===== src/rtl/multicycle_ctrl_if.sv =====
// Control bundle between the multi-cycle MIPS controller and its datapath.
// The controller takes the master side; the datapath/bench takes the slave side.
interface multicycle_ctrl_if #(
  parameter int CNT_W = 32
);
  logic [5:0]       INSTop;
  logic [5:0]       funct;
  logic             mem_ready;
  logic             PCWrite;
  logic             PCWriteCond;
  logic             IorD;
  logic             MemRead;
  logic             MemWrite;
  logic             IRWrite;
  logic             MemtoReg;
  logic             RegDst;
  logic             RegWrite;
  logic             Link;
  logic             EXTOp;
  logic             ALUSrcA;
  logic [1:0]       ALUSrcB;
  logic [1:0]       ALUOp;
  logic [1:0]       PCSource;
  logic             inst_done;
  logic             illegal_op;
  logic [CNT_W-1:0] retired;
  logic [3:0]       state;

  modport master (
    input  INSTop, funct, mem_ready,
    output PCWrite, PCWriteCond, IorD,
    output MemRead, MemWrite, IRWrite,
    output MemtoReg, RegDst, RegWrite,
    output Link, EXTOp, ALUSrcA,
    output ALUSrcB, ALUOp, PCSource,
    output inst_done, illegal_op,
    output retired, state
  );

  modport slave (
    output INSTop, funct, mem_ready,
    input  PCWrite, PCWriteCond, IorD,
    input  MemRead, MemWrite, IRWrite,
    input  MemtoReg, RegDst, RegWrite,
    input  Link, EXTOp, ALUSrcA,
    input  ALUSrcB, ALUOp, PCSource,
    input  inst_done, illegal_op,
    input  retired, state
  );
endinterface


===== src/rtl/multicycle_ctrl.sv =====
// Multi-cycle MIPS control FSM: Moore outputs decoded from state,
// with fetch/store completion gated by the memory ready handshake.
module multicycle_ctrl #(
  parameter int CNT_W = 32
) (
  input  logic               clk,
  input  logic               rstn,
  multicycle_ctrl_if.master  bus
);

  typedef enum logic [3:0] {
    IDLE      = 4'd0,
    FETCH     = 4'd1,
    DECODE    = 4'd2,
    MEM_ADDR  = 4'd3,
    MEM_READ  = 4'd4,
    MEM_WB    = 4'd5,
    MEM_WRITE = 4'd6,
    EXEC_R    = 4'd7,
    R_WB      = 4'd8,
    EXEC_I    = 4'd9,
    I_WB      = 4'd10,
    BRANCH    = 4'd11,
    JUMP      = 4'd12
  } st_t;

  localparam logic [5:0] OP_R    = 6'b000000;
  localparam logic [5:0] OP_J    = 6'b000010;
  localparam logic [5:0] OP_JAL  = 6'b000011;
  localparam logic [5:0] OP_BEQ  = 6'b000100;
  localparam logic [5:0] OP_ADDI = 6'b001000;
  localparam logic [5:0] OP_ORI  = 6'b001101;
  localparam logic [5:0] OP_LW   = 6'b100011;
  localparam logic [5:0] OP_SW   = 6'b101011;

  st_t              st;
  logic [CNT_W-1:0] cnt;
  logic             rdy;
  logic             done;
  logic             is_r, is_lw, is_sw, is_imm;
  logic             is_beq, is_jmp, is_jal, is_ori;

  assign rdy    = bus.mem_ready;
  assign is_r   = bus.INSTop == OP_R;
  assign is_lw  = bus.INSTop == OP_LW;
  assign is_sw  = bus.INSTop == OP_SW;
  assign is_ori = bus.INSTop == OP_ORI;
  assign is_imm = is_ori || bus.INSTop == OP_ADDI;
  assign is_beq = bus.INSTop == OP_BEQ;
  assign is_jal = bus.INSTop == OP_JAL;
  assign is_jmp = is_jal || bus.INSTop == OP_J;

  always_ff @(posedge clk or negedge rstn) begin
    if (!rstn) begin
      st  <= IDLE;
      cnt <= '0;
    end else begin
      if (done) cnt <= cnt + 1'b1;
      unique case (st)
        IDLE:   st <= FETCH;
        FETCH:  if (rdy) st <= DECODE;
        DECODE: begin
          unique case (1'b1)
            is_lw, is_sw: st <= MEM_ADDR;
            is_r:         st <= EXEC_R;
            is_imm:       st <= EXEC_I;
            is_beq:       st <= BRANCH;
            is_jmp:       st <= JUMP;
            default:      st <= FETCH;
          endcase
        end
        MEM_ADDR: begin
          unique case (1'b1)
            is_lw:   st <= MEM_READ;
            is_sw:   st <= MEM_WRITE;
            default: st <= FETCH;
          endcase
        end
        MEM_READ:  if (rdy) st <= MEM_WB;
        MEM_WRITE: if (rdy) st <= FETCH;
        EXEC_R:    st <= R_WB;
        EXEC_I:    st <= I_WB;
        MEM_WB, R_WB, I_WB,
        BRANCH, JUMP: st <= FETCH;
        default:   st <= FETCH;
      endcase
    end
  end

  always_comb begin
    bus.PCWrite     = 1'b0;
    bus.PCWriteCond = 1'b0;
    bus.IorD        = 1'b0;
    bus.MemRead     = 1'b0;
    bus.MemWrite    = 1'b0;
    bus.IRWrite     = 1'b0;
    bus.MemtoReg    = 1'b0;
    bus.RegDst      = 1'b0;
    bus.RegWrite    = 1'b0;
    bus.Link        = 1'b0;
    bus.EXTOp       = 1'b0;
    bus.ALUSrcA     = 1'b0;
    bus.ALUSrcB     = 2'b00;
    bus.ALUOp       = 2'b00;
    bus.PCSource    = 2'b00;
    bus.illegal_op  = 1'b0;
    done            = 1'b0;
    unique case (st)
      FETCH: begin
        bus.MemRead = 1'b1;
        bus.ALUSrcB = 2'b01;
        bus.IRWrite = rdy;
        bus.PCWrite = rdy;
      end
      DECODE: begin
        bus.ALUSrcB    = 2'b11;
        bus.EXTOp      = 1'b1;
        bus.illegal_op = !(is_r || is_lw || is_sw ||
                           is_imm || is_beq || is_jmp);
      end
      MEM_ADDR: begin
        bus.ALUSrcA = 1'b1;
        bus.ALUSrcB = 2'b10;
        bus.EXTOp   = 1'b1;
      end
      MEM_READ: begin
        bus.MemRead = 1'b1;
        bus.IorD    = 1'b1;
      end
      MEM_WB: begin
        bus.RegWrite = 1'b1;
        bus.MemtoReg = 1'b1;
        done         = 1'b1;
      end
      MEM_WRITE: begin
        bus.MemWrite = 1'b1;
        bus.IorD     = 1'b1;
        done         = rdy;
      end
      EXEC_R: begin
        bus.ALUSrcA = 1'b1;
        bus.ALUOp   = 2'b10;
      end
      R_WB: begin
        bus.RegWrite = 1'b1;
        bus.RegDst   = 1'b1;
        done         = 1'b1;
      end
      EXEC_I: begin
        bus.ALUSrcA = 1'b1;
        bus.ALUSrcB = 2'b10;
        bus.ALUOp   = is_ori ? 2'b11 : 2'b00;
        bus.EXTOp   = !is_ori;
      end
      I_WB: begin
        bus.RegWrite = 1'b1;
        done         = 1'b1;
      end
      BRANCH: begin
        bus.ALUSrcA     = 1'b1;
        bus.ALUOp       = 2'b01;
        bus.PCWriteCond = 1'b1;
        bus.PCSource    = 2'b01;
        done            = 1'b1;
      end
      // jal writes the already-incremented PC into $31
      JUMP: begin
        bus.PCWrite  = 1'b1;
        bus.PCSource = 2'b10;
        bus.RegWrite = is_jal;
        bus.Link     = is_jal;
        done         = 1'b1;
      end
      default: ;
    endcase
  end

  assign bus.inst_done = done;
  assign bus.retired   = cnt;
  assign bus.state     = st;

endmodule


===== src/flat_wrapper.sv =====
// flat-port wrapper written by rule: the top's interface ports become plain ports
module multicycle_ctrl_flat 
#(
  parameter int CNT_W = 32
)
  (clk, rstn, bus_INSTop, bus_funct, bus_mem_ready, bus_PCWrite, bus_PCWriteCond, bus_IorD, bus_MemRead, bus_MemWrite, bus_IRWrite, bus_MemtoReg, bus_RegDst, bus_RegWrite, bus_Link, bus_EXTOp, bus_ALUSrcA, bus_ALUSrcB, bus_ALUOp, bus_PCSource, bus_inst_done, bus_illegal_op, bus_retired, bus_state);
  multicycle_ctrl_if #(.CNT_W(CNT_W)) bus_i ();
  input  logic clk;
  input  logic rstn;
  input wire logic [$bits(bus_i.INSTop)-1:0] bus_INSTop;
  input wire logic [$bits(bus_i.funct)-1:0] bus_funct;
  input wire logic [$bits(bus_i.mem_ready)-1:0] bus_mem_ready;
  output wire logic [$bits(bus_i.PCWrite)-1:0] bus_PCWrite;
  output wire logic [$bits(bus_i.PCWriteCond)-1:0] bus_PCWriteCond;
  output wire logic [$bits(bus_i.IorD)-1:0] bus_IorD;
  output wire logic [$bits(bus_i.MemRead)-1:0] bus_MemRead;
  output wire logic [$bits(bus_i.MemWrite)-1:0] bus_MemWrite;
  output wire logic [$bits(bus_i.IRWrite)-1:0] bus_IRWrite;
  output wire logic [$bits(bus_i.MemtoReg)-1:0] bus_MemtoReg;
  output wire logic [$bits(bus_i.RegDst)-1:0] bus_RegDst;
  output wire logic [$bits(bus_i.RegWrite)-1:0] bus_RegWrite;
  output wire logic [$bits(bus_i.Link)-1:0] bus_Link;
  output wire logic [$bits(bus_i.EXTOp)-1:0] bus_EXTOp;
  output wire logic [$bits(bus_i.ALUSrcA)-1:0] bus_ALUSrcA;
  output wire logic [$bits(bus_i.ALUSrcB)-1:0] bus_ALUSrcB;
  output wire logic [$bits(bus_i.ALUOp)-1:0] bus_ALUOp;
  output wire logic [$bits(bus_i.PCSource)-1:0] bus_PCSource;
  output wire logic [$bits(bus_i.inst_done)-1:0] bus_inst_done;
  output wire logic [$bits(bus_i.illegal_op)-1:0] bus_illegal_op;
  output wire logic [$bits(bus_i.retired)-1:0] bus_retired;
  output wire logic [$bits(bus_i.state)-1:0] bus_state;
  assign bus_i.INSTop = bus_INSTop;
  assign bus_i.funct = bus_funct;
  assign bus_i.mem_ready = bus_mem_ready;
  assign bus_PCWrite = bus_i.PCWrite;
  assign bus_PCWriteCond = bus_i.PCWriteCond;
  assign bus_IorD = bus_i.IorD;
  assign bus_MemRead = bus_i.MemRead;
  assign bus_MemWrite = bus_i.MemWrite;
  assign bus_IRWrite = bus_i.IRWrite;
  assign bus_MemtoReg = bus_i.MemtoReg;
  assign bus_RegDst = bus_i.RegDst;
  assign bus_RegWrite = bus_i.RegWrite;
  assign bus_Link = bus_i.Link;
  assign bus_EXTOp = bus_i.EXTOp;
  assign bus_ALUSrcA = bus_i.ALUSrcA;
  assign bus_ALUSrcB = bus_i.ALUSrcB;
  assign bus_ALUOp = bus_i.ALUOp;
  assign bus_PCSource = bus_i.PCSource;
  assign bus_inst_done = bus_i.inst_done;
  assign bus_illegal_op = bus_i.illegal_op;
  assign bus_retired = bus_i.retired;
  assign bus_state = bus_i.state;
  multicycle_ctrl #(.CNT_W(CNT_W)) u_core (.clk(clk), .rstn(rstn), .bus(bus_i));
endmodule

===== config.mk =====
export PLATFORM = sky130hd
export DESIGN_NAME = multicycle_ctrl_flat
export DESIGN_NICKNAME = d
export VERILOG_FILES = /design/src/rtl/multicycle_ctrl_if.sv /design/src/rtl/multicycle_ctrl.sv /design/src/flat_wrapper.sv
export SDC_FILE = /design/constraint.sdc
export NUM_CORES = 1
export LEC_CHECK = 0
export ABC_AREA = 1
export CAP_MARGIN = 20
export CORE_ASPECT_RATIO = 0.8
export CORE_MARGIN = 3
export CORE_UTILIZATION = 55
export CTS_BUF_LIST = sky130_fd_sc_hd__clkbuf_8
export DETAILED_ROUTE_END_ITERATION = 6
export PLACE_DENSITY_LB_ADDON = 0.3
export SLEW_MARGIN = 20
export SYNTH_ARGS = -nofsm -noshare
export SYNTH_HDL_FRONTEND = slang
export SYNTH_SLANG_ARGS = --single-unit

===== constraint.sdc =====
create_clock -name clk -period 3.4 [get_ports clk]
set_input_delay 1.02 -clock clk [delete_from_list [all_inputs] [get_ports clk]]
set_output_delay 1.02 -clock clk [all_outputs]
set_load 0.005 [all_outputs]

==> summary.txt <==
STA
  • Fmax: a little over 300 MHz
  • Fin crit share: a little over nine tenths
  • Total negative slack: 0 ns
  • Max Clock Skew: about 0.0075 ns
  • RSZ-0062 raised after global routing: no
  • Setup violators final: 0
  • Max-slew violation count: 0
  • Count of final hold-check violations: 0
  • Relative slew slack: between 40% and 50%
  • Worst slew pin tran: ~0.84 ns
  • Final setup margin: slightly below 0.1 ns
  • Min Tclk post-route: 3.30 ns

GRT
  • Global-route wire length before repair: 14,200 um
  • Largest net degree at the start of global routing: 45
  • Initial antenna violation count: 0
  • Total grt overflow: 0
  • Vias in the first global route: 2,984
  • Global-route usage over all layers: 30.0%

Worst hold path
  • Hold Crit Class: flip-flop to flip-flop

Yosys
  • Post-synth EDFFs: 0
  • Synth Warn #: 0
  • Post-Syn Area: approximately 2800 sq um
  • Flops & latches, synth: 36
  • Asr flop ratio synth: 100%
  • Primary FF master, synth: dfrtp_1
  • Post-synth cell types: 26
  • Register area share after synthesis: between 30% and 40%
  • Post-synth net total: 467
  • Synthesized area per cell: 6.14 sq um
  • Post-Synthesis Cells: 451

CTS
  • Clock Latency Late Sink: about 0.31 ns
  • CTS tree: yes
  • Clk sinks: 36
  • Hold_buf cts: 0
  • Max Root-Sink Buffers: 2
  • Reg clk slew, reported paths: about 0.080 ns
  • Clock root cell: clkbuf_8
  • H-tree depth: 2
  • Clock buffer count from CTS: 5

Cells and area
  • Fin nets: 541
  • Antenna diodes: 0
  • Share of cells above drive strength 1: 10.5%
  • Commonest cells after routing, fill and taps aside: nand2_1 (186), nor2_1 (72), clkdlybuf4s50_1 (53)
  • Filler cell count: 366
  • Layout area overhead: 30.3%
  • Commonest non-fill, non-tap cell in the layout: nand2_1

Worst setup path
  • Reg2Reg Setup Slack: around 1.5 ns
  • Critical Path End: bus_ALUOp[1]
  • Max stage delay on crit path: around 0.5 ns
  • Crit path kind: input port to output pin
  • Critical Path RT: ~2.4 ns
  • Critical Path Source Type: input port
  • R2r endpoint: u_core.bus.retired[18]
  • Worst Setup End Kind: output pin
  • CP Max Fanout: 3
  • Reg2Reg Depth: 8
  • RR Startpoint: u_core.bus.retired[0]
  • Crit-path slowest cell: clkdlybuf4s50_1
  • Critical path data arrival time: 2.28 ns
  • Critical Path, Cell by Cell: clkdlybuf4s50_1 > inv_1 > nor3_1 > nand2_1 > inv_1 > nand2_1 > o21ai_0 > clkbuf_2
  • Critical path startpoint: bus_INSTop[0]

Detailed routing
  • Avg WL per Cell: 14.5 um
  • DRC: 0
  • Detailed Route WL: about 8500 um
  • ANT nets after route: 0
  • Iter 0 DRT Violations: ~280
  • Via density: 5.42
  • Via count: around 3,200
  • First-pass DRT Iterations: 5

Flow run
  • Max-cap check violation count: 0

Power and ir drop
  • Pint: ~900 uW
  • Sw Pwr: 492 uW
  • Pleak: roughly 0.0017 uW
  • Combinational Power Share: 33.6%
  • Clock network fraction of total power: ~30%
  • Switching share of power: 35.4%
  • Reg power frac: 37.0%
  • Worst VDD drop: approximately 0.4 mV
  • Power Density: slightly below 400 nW/um^2

Placement
  • Worst slack at placement: -0.298 ns
  • RD Place Congestion: between 0.9 and 1
  • HPWL after DPL: about 6400 um
  • PortBufs: between 60 and 70

Status
  • Status: finished, final reports clean

Floorplanning
  • Die area: between 5000 and 6000 sq um
  • Initial Util: roughly three fifths
  • Core Region: between 4000 and 5000 sq um
  • Row count: 22
  • I/O Pins: between 70 and 80
  • Die W: between 80 and 90 um
  • Die Ht: around 70 um
## Yosys cell counts (5+ instances only)
library cell	number	share of area (%)
o21ai_1	6	1.1
inv_1	42	5.7
nand3_2	11	4.0
nor3_1	6	1.1
nor2_2	5	1.1
nand3b_1	5	1.4
o21ai_0	8	1.4
nor2_1	73	9.9
xor2_1	8	2.5
dfrtp_1	36	33
nand3_1	34	6.1
nand2_1	187	25
## how the worst min path moves through the flow
stage	from	end	slack [ns]	depth (start not counted)
after floorplan	u_core.bus.retired[10]	u_core.bus.retired[10]	0.51	2
after global placement	u_core.bus.retired[8]	u_core.bus.retired[8]	0.52	2
after detailed placement	u_core.bus.retired[31]	u_core.bus.retired[31]	0.54	2
after CTS	u_core.bus.retired[31]	u_core.bus.retired[31]	0.57	2
after global routing	u_core.bus.retired[10]	u_core.bus.retired[10]	0.60	2
final	u_core.bus.retired[31]	u_core.bus.retired[31]	0.57	2
## kinds of logic after synthesis
family | count (synthesis) | synth area share [%]
buffers and inverters | 55 | 8.82
flip-flops | 36 | 32.5
adder cells (fa/ha/maj) | 1 | 0.452
AND/OR/NAND/NOR | 333 | 52.3
XOR/XNOR | 8 | 2.53
AO/OA/AOI/OAI | 18 | 3.35
## layout make-up
type,instances,area (sq um),share of cell area [%]
clock buffer,5,68.8,1.91
clock inverter,3,46.3,1.28
multi-input combinational,360,1640,45.4
tap,60,75.1,2.08
inverter,46,173,4.79
timing repair buffer,76,706,19.6
sequential,36,901,25.0
## repair_timing
action	in CTS	in global routing
endpoints found under the setup margin	6	5
setup buffers	0	1
resized for setup	14	7
endpoints found under the hold margin	0	0
pin swaps	1	2
## sequential cells by signal (all words and copies together) (netlist names)
| register | flops |
|---|---|
| u_core.bus.retired | 32 |
| u_core.bus.state | 4 |
## critical path, delay by kind of cell
family	cells	cell delay, ns
buffers and inverters	4	0.81
AND/OR/NAND/NOR	3	0.35
AO/OA/AOI/OAI	1	0.10
## layer usage
| layer | GRT usage, % | vias up | wire length (um) |
|---|---|---|---|
| li1 | - | 1544 | - |
| met4 | 10.4 | 0 | 178 |
| met2 | 44.0 | 160 | 3760 |
| met1 | 42.9 | 1455 | 3750 |
| met5 | 0 | - | 0 |
| met3 | 7.24 | 18 | 810 |
## per-stage QoR
| stage | power [uW] | instances | hold WS [ns] | util (%) | area (sq um) |
|---|---|---|---|---|---|
| floorplan | 750 | 451 | 0.513 | - | 2770 |
| global placement | 980 | 577 | 0.520 | 74.1 | 3490 |
| detailed placement | 991 | 577 | 0.544 | 74.1 | 3490 |
| CTS | 1390 | 585 | 0.569 | 76.7 | 3610 |
| global route | 1460 | 586 | 0.602 | 76.6 | 3610 |
| finish | 1390 | 586 | 0.569 | 76.6 | 3610 |
## power groups by stage
| stage | sequential (uW) | combinational (uW) | clock (uW) |
|---|---|---|---|
| 3_5_place_dp | 519 | 472 | 0 |
| 5_1_grt | 520 | 513 | 426 |
| 6_report | 514 | 467 | 409 |
| 3_3_place_gp | 519 | 461 | 0 |
| 2_1_floorplan | 512 | 237 | 0 |
| 4_1_cts | 512 | 469 | 408 |
Power figures use the tool's default switching activity.
